**src/rtl/spm_serial_mult.sv**
```systemverilog
// spm_serial_mult: serial-parallel two's-complement multiplier.
// The multiplicand x is held in parallel. The multiplier y enters one bit per clock, LSB first.
// The product p leaves one bit per clock, LSB first, and is 2*WIDTH bits long.
// Ports: clk clock, rst async active-low reset, clr sync clear (starts a new product),
//        x signed multiplicand, y serial multiplier bit (sign-extended), p serial product bit (registered).
module spm_serial_mult #(
    parameter int WIDTH = 8
) (
    input  logic             clk,
    input  logic             rst,
    input  logic             clr,
    input  logic [WIDTH-1:0] x,
    input  logic             y,
    output logic             p
);
    // The MSB cell negates its stream serially (~pp + 1), so its carry starts at 1.
    localparam logic [WIDTH-1:0] C_INIT = {1'b1, {(WIDTH-1){1'b0}}};
    logic [WIDTH-1:0] s, c, pp, s_nxt, c_nxt;
    always_comb begin
        pp = x & {WIDTH{y}};
        s_nxt = '0;
        c_nxt = '0;
        for (int j = 0; j < WIDTH-1; j++) begin
            s_nxt[j] = pp[j] ^ s[j+1] ^ c[j];
            c_nxt[j] = (pp[j] & s[j+1]) | (pp[j] & c[j]) | (s[j+1] & c[j]);
        end
        s_nxt[WIDTH-1] = ~pp[WIDTH-1] ^ c[WIDTH-1];
        c_nxt[WIDTH-1] = ~pp[WIDTH-1] & c[WIDTH-1];
    end
    always_ff @(posedge clk or negedge rst) begin
        if (!rst) begin
            s <= '0;
            c <= C_INIT;
        end else if (clr) begin
            s <= '0;
            c <= C_INIT;
        end else begin
            s <= s_nxt;
            c <= c_nxt;
        end
    end
    assign p = s[0];
endmodule

```
**config.mk**
```make
export PLATFORM = sky130hd
export DESIGN_NAME = spm_serial_mult
export DESIGN_NICKNAME = d
export VERILOG_FILES = /design/src/rtl/spm_serial_mult.sv
export SDC_FILE = /design/constraint.sdc
export NUM_CORES = 1
export LEC_CHECK = 0
export CAP_MARGIN = 20
export CORE_UTILIZATION = 40
export DETAILED_ROUTE_END_ITERATION = 12
export GPL_TIMING_DRIVEN = 0
export SYNTH_ARGS = -nofsm -noshare
export SYNTH_HDL_FRONTEND = slang
export SYNTH_SLANG_ARGS = --single-unit
```
**constraint.sdc**
```tcl
create_clock -name clk -period 1.2 [get_ports clk]
set_input_delay 0.36 -clock clk [delete_from_list [all_inputs] [get_ports clk]]
set_output_delay 0.36 -clock clk [all_outputs]
set_load 0.05 [all_outputs]
```
==> results of run 1 <==
worst register-to-register path, cell delays in order (launching register included):
cell and delay [ns]:
dfrtp_1 0.34, inv_1 0.05, fa_1 0.53, nor2_1 0.04
flip-flops by register name, indices dropped and copies added, names as in the netlist:
name / cells
c: 8
s: 8
per-stage QoR:
step | worst slack, ns | util | cells
2_1_floorplan | 0.0161 | - | 64
3_3_place_gp | -0.336 | 0.538 | 99
3_5_place_dp | -0.345 | 0.538 | 99
4_1_cts | -0.00688 | 0.551 | 103
5_1_grt | -0.0269 | 0.554 | 103
6_report | 0.00615 | 0.554 | 103
repair_timing:
action                     4_1_cts  5_1_grt
setup endpoints to repair        7        2
hold buffers                     0        0
resized for setup               13        2
pin swaps                        7        1
power groups by stage:
stage | registers, uW | logic (uW) | clock network (uW)
3_3_place_gp | 595 | 159 | 0
5_1_grt | 589 | 182 | 346
4_1_cts | 587 | 159 | 319
2_1_floorplan | 608 | 77.7 | 0
3_5_place_dp | 597 | 165 | 0
6_report | 586 | 153 | 303
area by class of cell:
type,instances,share of cell area
plain buffers,2,0.0184
clock buffers,4,0.0297
inverters,14,0.0595
multi-input cells,32,0.283
flip-flops and latches,16,0.455
well taps,24,0.0340
repair buffers,11,0.120
kinds of logic after synthesis:
group,after synthesis,synth area share
flops,16,0.559
buf+inv,16,0.0958
fa+ha+maj,8,0.213
simple gates,24,0.132
worst max-delay path by stage:
stage / startpoint / end / slack [ns] / depth (start not counted)
after floorplan: y / s[1]$_DFF_PN0_ / 0.02 / 4
after global placement: x[2] / s[2]$_DFF_PN0_ / -0.34 / 4
after detailed placement: x[3] / s[3]$_DFF_PN0_ / -0.34 / 4
after CTS: s[0]$_DFF_PN0_ / p / -0.007 / 1
after global routing: s[0]$_DFF_PN0_ / p / -0.03 / 1
final: s[0]$_DFF_PN0_ / p / 0.006 / 1
routing by layer:
metal / wire [um] / vias up
met5: 0 / -
met4: 38 / 0
met3: 41 / 5
met2: 490 / 11
met1: 476 / 215
li1: - / 206
cells in the mapped netlist:
| master | number | area (um2) |
|---|---|---|
| or2_1 | 1 | 6.26 |
| dfrtp_1 | 15 | 375 |
| fa_1 | 7 | 140 |
| nor2_1 | 14 | 52.6 |
| ha_1 | 1 | 12.5 |
| buf_2 | 1 | 5.00 |
| buf_6 | 1 | 11.3 |
| inv_1 | 14 | 52.6 |
| dfstp_2 | 1 | 26.3 |
| nand2_1 | 8 | 30.0 |
| nor2b_1 | 1 | 6.26 |
==> impl_metrics.yaml, run 1 <==
power_and_ir_drop:
  sequentialPowerShare: 0.562
  p_total_uw: 1040
  power_frac_clock: 0.291
  comb_power_share: 0.147
  p_leak_uw: 0.000402
  power_density_mw_per_mm2: 1180
  sw_frac_of_total: 0.259
  p_sw_uw: 271
  p_int_uw: 772
  vdd_drop_max_v: 0.000721
global_routing:
  gr-usage-met1: 0.183
  busiest_layer: "met2"
  antenna_found_initial: 0
  grt_pass1_vias: 422
  use_met3: 0.0490
  grtUsageTotal: 0.141
  grt_pass1_wl_um: 1810
  met2_usage: 0.194
  overflow: 0
  grt_max_degree: 17
sta:
  slew_headroom: 0.538
  fin_tns_setup_ns: 0
  finalMaxSlewViolations: 0
  setup_viol: 0
  hold_slack_ns: 0.468
  hold_violations: 0
  worst_slew_pin_slew_ns: 0.690
  min_period_ns: 1.19
  fin_skew_ns: 0.0117
  fin_crit_sh: 0.995
  fmax_ghz: 0.838
  rsz0062_at_grt: "yes"
cells_and_area:
  layout-drive-gt1-share: 0.101
  area_growth_pct: 23.0
  fin_area_um2: 883
  layout_commonest_cell: "dfrtp_1"
  fin_nets: 100
  register_area_um2: 402
  multiInputGateArea_um2: 250
  antennaDiodeCount: 0
  fill_cells: 154
  most-common-layout-cells: "dfrtp_1 (15), inv_1 (14), nor2_1 (14)"
drt:
  initialDrtViolationCount: 4
  routedWlPerCell_um: 10.2
  vias: 437
  ant_nets: 0
  wl_um: 1050
  route.detailed.drc: 0
  viasPerCell: 4.24
  dr.pass1.iters: 3
clock_tree:
  clkTransAtPathRegs_ns: 0.10
  clock_latency_ns: 0.30
  cts_tree: "built"
  clockBufferDepth: 2
  post_cts_buffers: 0
  numCtsBuffers: 3
  cts_root_buf: "clkbuf_4"
  h-tree-depth: 1
  clock_sinks: 16
floorplan:
  die_area_mm2: 0.00197
  die_w_um: 44.4
  rows: 14
  initial_core_util: 0.451
  core_region_area_mm2: 0.00159
  dieHeight_um: 44.4
  io_pins: 13
critical_path:
  path_max_fanout: 1
  cp_num_buf_inv: 1
  cp_slowest_cell: "dfrtp_1"
  r2r_slack_ns: 0.14
  cp.required_ns: 0.84
  cp.arrival_ns: 0.83
  crit_family: "flip-flops"
  r2r_end: "s[0]$_DFF_PN0_"
  slowest_delay_ns: 0.39
  critPathLaunchType: "flip-flop"
  crit_chain: "buf_6"
  worstReg2RegStart: "c[0]$_DFF_PN0_"
  reg2regPathDepth: 3
  crit_type: "reg2out"
  critPathCaptureType: "output pin"
yosys:
  ys_seq_area_frac: 0.559
  synth_cells: 64
  yosys_warnings: 0
  ys_seq_elements: 16
  syn_area_per_cell_um2: 11.2
  ys_types: 11
  synthesis.area_um2: 718
  synth_fp_nets: 84
outcome:
  status: "completed"
placed_design:
  placed_area_um2: 858
  place_congestion: 0.657
  io_buffers: 11
  place_hpwl_um: 750
worst_hold_path:
  hp-class: "in2async"
job:
  maxCapViolations: 0
(Power assumes the default switching activity.)
==> run 2, diff against run 1 <==
--- a/config.mk
+++ b/config.mk
@@ -9,6 +9,7 @@
 export CORE_UTILIZATION = 40
 export DETAILED_ROUTE_END_ITERATION = 12
 export GPL_TIMING_DRIVEN = 0
+export PLACE_DENSITY = 0.66
 export SYNTH_ARGS = -nofsm -noshare
 export SYNTH_HDL_FRONTEND = slang
 export SYNTH_SLANG_ARGS = --single-unit
==> constraint.sdc (replaced) <==
create_clock -name clk -period 1 [get_ports clk]
set_input_delay 0.3 -clock clk [delete_from_list [all_inputs] [get_ports clk]]
set_output_delay 0.3 -clock clk [all_outputs]
set_load 0.05 [all_outputs]
==> run 2 against run 1 <==
The run now ends with setup timing left; sequential power rose by 21%; die area is the same; core utilization grew 3.1 points; largest power group unchanged.
==> impl_metrics.yaml, run 2 (synthesis gave the netlist of run 1 again) <==
worst_hold_path:
  hp-class: "in2async"
placed_design:
  place_ws_ns: -0.522
  dp.cells: 99
  io_buffers: 11
  place_hpwl_um: 805
  place_congestion: 0.653
drt:
  dr.pass1.iters: 3
  routedWlPerCell_um: 10.5
  wl_um: 1080
  viasPerCell: 4.19
  initialDrtViolationCount: 4
  vias: 432
  ant_nets: 0
  route.detailed.drc: 0
clock_tree:
  cts_root_buf: "clkbuf_4"
  hold_buffers: 0
  cts_tree: "built"
  numCtsBuffers: 3
  clkTransAtPathRegs_ns: 0.10
  post_cts_buffers: 0
  clock_latency_ns: 0.28
  clockBufferDepth: 2
  h-tree-depth: 1
  clock_sinks: 16
global_routing:
  gr-usage-met1: 0.191
  grt_pass1_vias: 463
  antenna_found_initial: 0
  grt_max_degree: 17
  overflow: 0
  use_met3: 0.0245
  busiest_layer: "met2"
  met2_usage: 0.241
  grtUsageTotal: 0.147
  grt_pass1_wl_um: 1980
cells_and_area:
  layout_commonest_cell: "dfrtp_1"
  antennaDiodeCount: 0
  fill_cells: 145
  area_growth_pct: 30.0
  fin_nets: 100
  final_cells: 103
  reg.largest.list: "c x8, s x8"
  utilization: 0.586
  layout-drive-gt1-share: 0.329
  most-common-layout-cells: "dfrtp_1 (15), nor2_1 (13), inv_2 (9)"
sta:
  fin_crit_sh: 1.13
  slew_headroom: 0.539
  hold_violations: 0
  worst_slew_pin_slew_ns: 0.689
  rsz0062_at_grt: "yes"
  finalMaxSlewViolations: 0
  setup_viol: 8
  worst_slack_ns: -0.127
  min_period_ns: 1.13
  hold_slack_ns: 0.423
  fin_skew_ns: 0.00543
  fmax_ghz: 0.887
floorplan:
  dieHeight_um: 44.4
  rows: 14
  initial_core_util: 0.451
  core_region_area_mm2: 0.00159
  die_w_um: 44.4
  die_area_mm2: 0.00197
  io_pins: 13
critical_path:
  crit_family: "flip-flops"
  critPathCaptureType: "output pin"
  worstReg2RegStart: "s[4]$_DFF_PN0_"
  cp_slowest_cell: "dfrtp_1"
  crit_type: "reg2out"
  slowest_delay_ns: 0.39
  cp_num_buf_inv: 1
  cp.required_ns: 0.70
  path_max_fanout: 1
  crit_chain: "buf_6"
  cp.arrival_ns: 0.83
  critPathLaunchType: "flip-flop"
  worstSetupStartpoint: "s[0]$_DFF_PN0_"
outcome:
  violations: "setup timing"
  status: "finished, violations left"
power_and_ir_drop:
  power_density_mw_per_mm2: 1440
  p_total_uw: 1340
  vdd_drop_max_v: 0.000799
  p_leak_uw: 0.000411
job:
  maxCapViolations: 0
## run 2: cell count changes in the layout (fill, tap and decap cells not counted), moves of 2 or more
cell,previous run,this run
inv_1,14,5
inv_2,0,9
nand2_1,7,1
nand2_2,1,7
dlygate4sd2_1,6,8
## run 2: path summary, 6_finish.rpt
path	slack, ns	depth (start not counted)	end
max in group asynchronous	0.14	1	s[4]$_DFF_PN0_
setup reg to reg	-0.11	3	s[3]$_DFF_PN0_
min in group clk	0.42	4	s[2]$_DFF_PN0_
hold / removal	0.42	1	c[0]$_DFF_PN0_
setup / recovery	-0.13	1	p
hold reg to reg	0.64	3	s[2]$_DFF_PN0_
## run 2: per-stage QoR
step | instance area, um2 | setup TNS, ns
5_1_grt | 933 | -0.701
2_1_floorplan | 751 | -0.399
3_5_place_dp | 891 | -10.55
3_3_place_gp | 891 | -10.30
4_1_cts | 931 | -0.491
6_report | 933 | -0.414
## run 2: area by class of cell
class	instances	area [um2]	area share
Tap cell	24	30.0	0.0322
Inverter	14	52.6	0.0563
Timing Repair Buffer	11	101	0.109
Sequential cell	16	402	0.430
Multi-Input combinational cell	32	280	0.300
Clock buffer	4	36.3	0.0389
Buffer	2	31.3	0.0335
## run 2: power by group
part,switching (uW),total (uW),internal (uW)
Sequential,17.3,709,692
Clock,203,424,221
Combinational,113,207,93.6
Total,333,1340,1010
## run 2: what timing repair did
action,4_1_cts,5_1_grt
cloned,0,0
resized for setup,21,5
setup endpoints to repair,16,12
pin swaps,9,9
hold endpoints to repair,0,0
## run 2: layer usage
layer / wire (um) / part of all wire
met4: 12 / 0.011
met5: 0 / 0
met1: 453 / 0.42
met3: 39 / 0.036
met2: 572 / 0.53
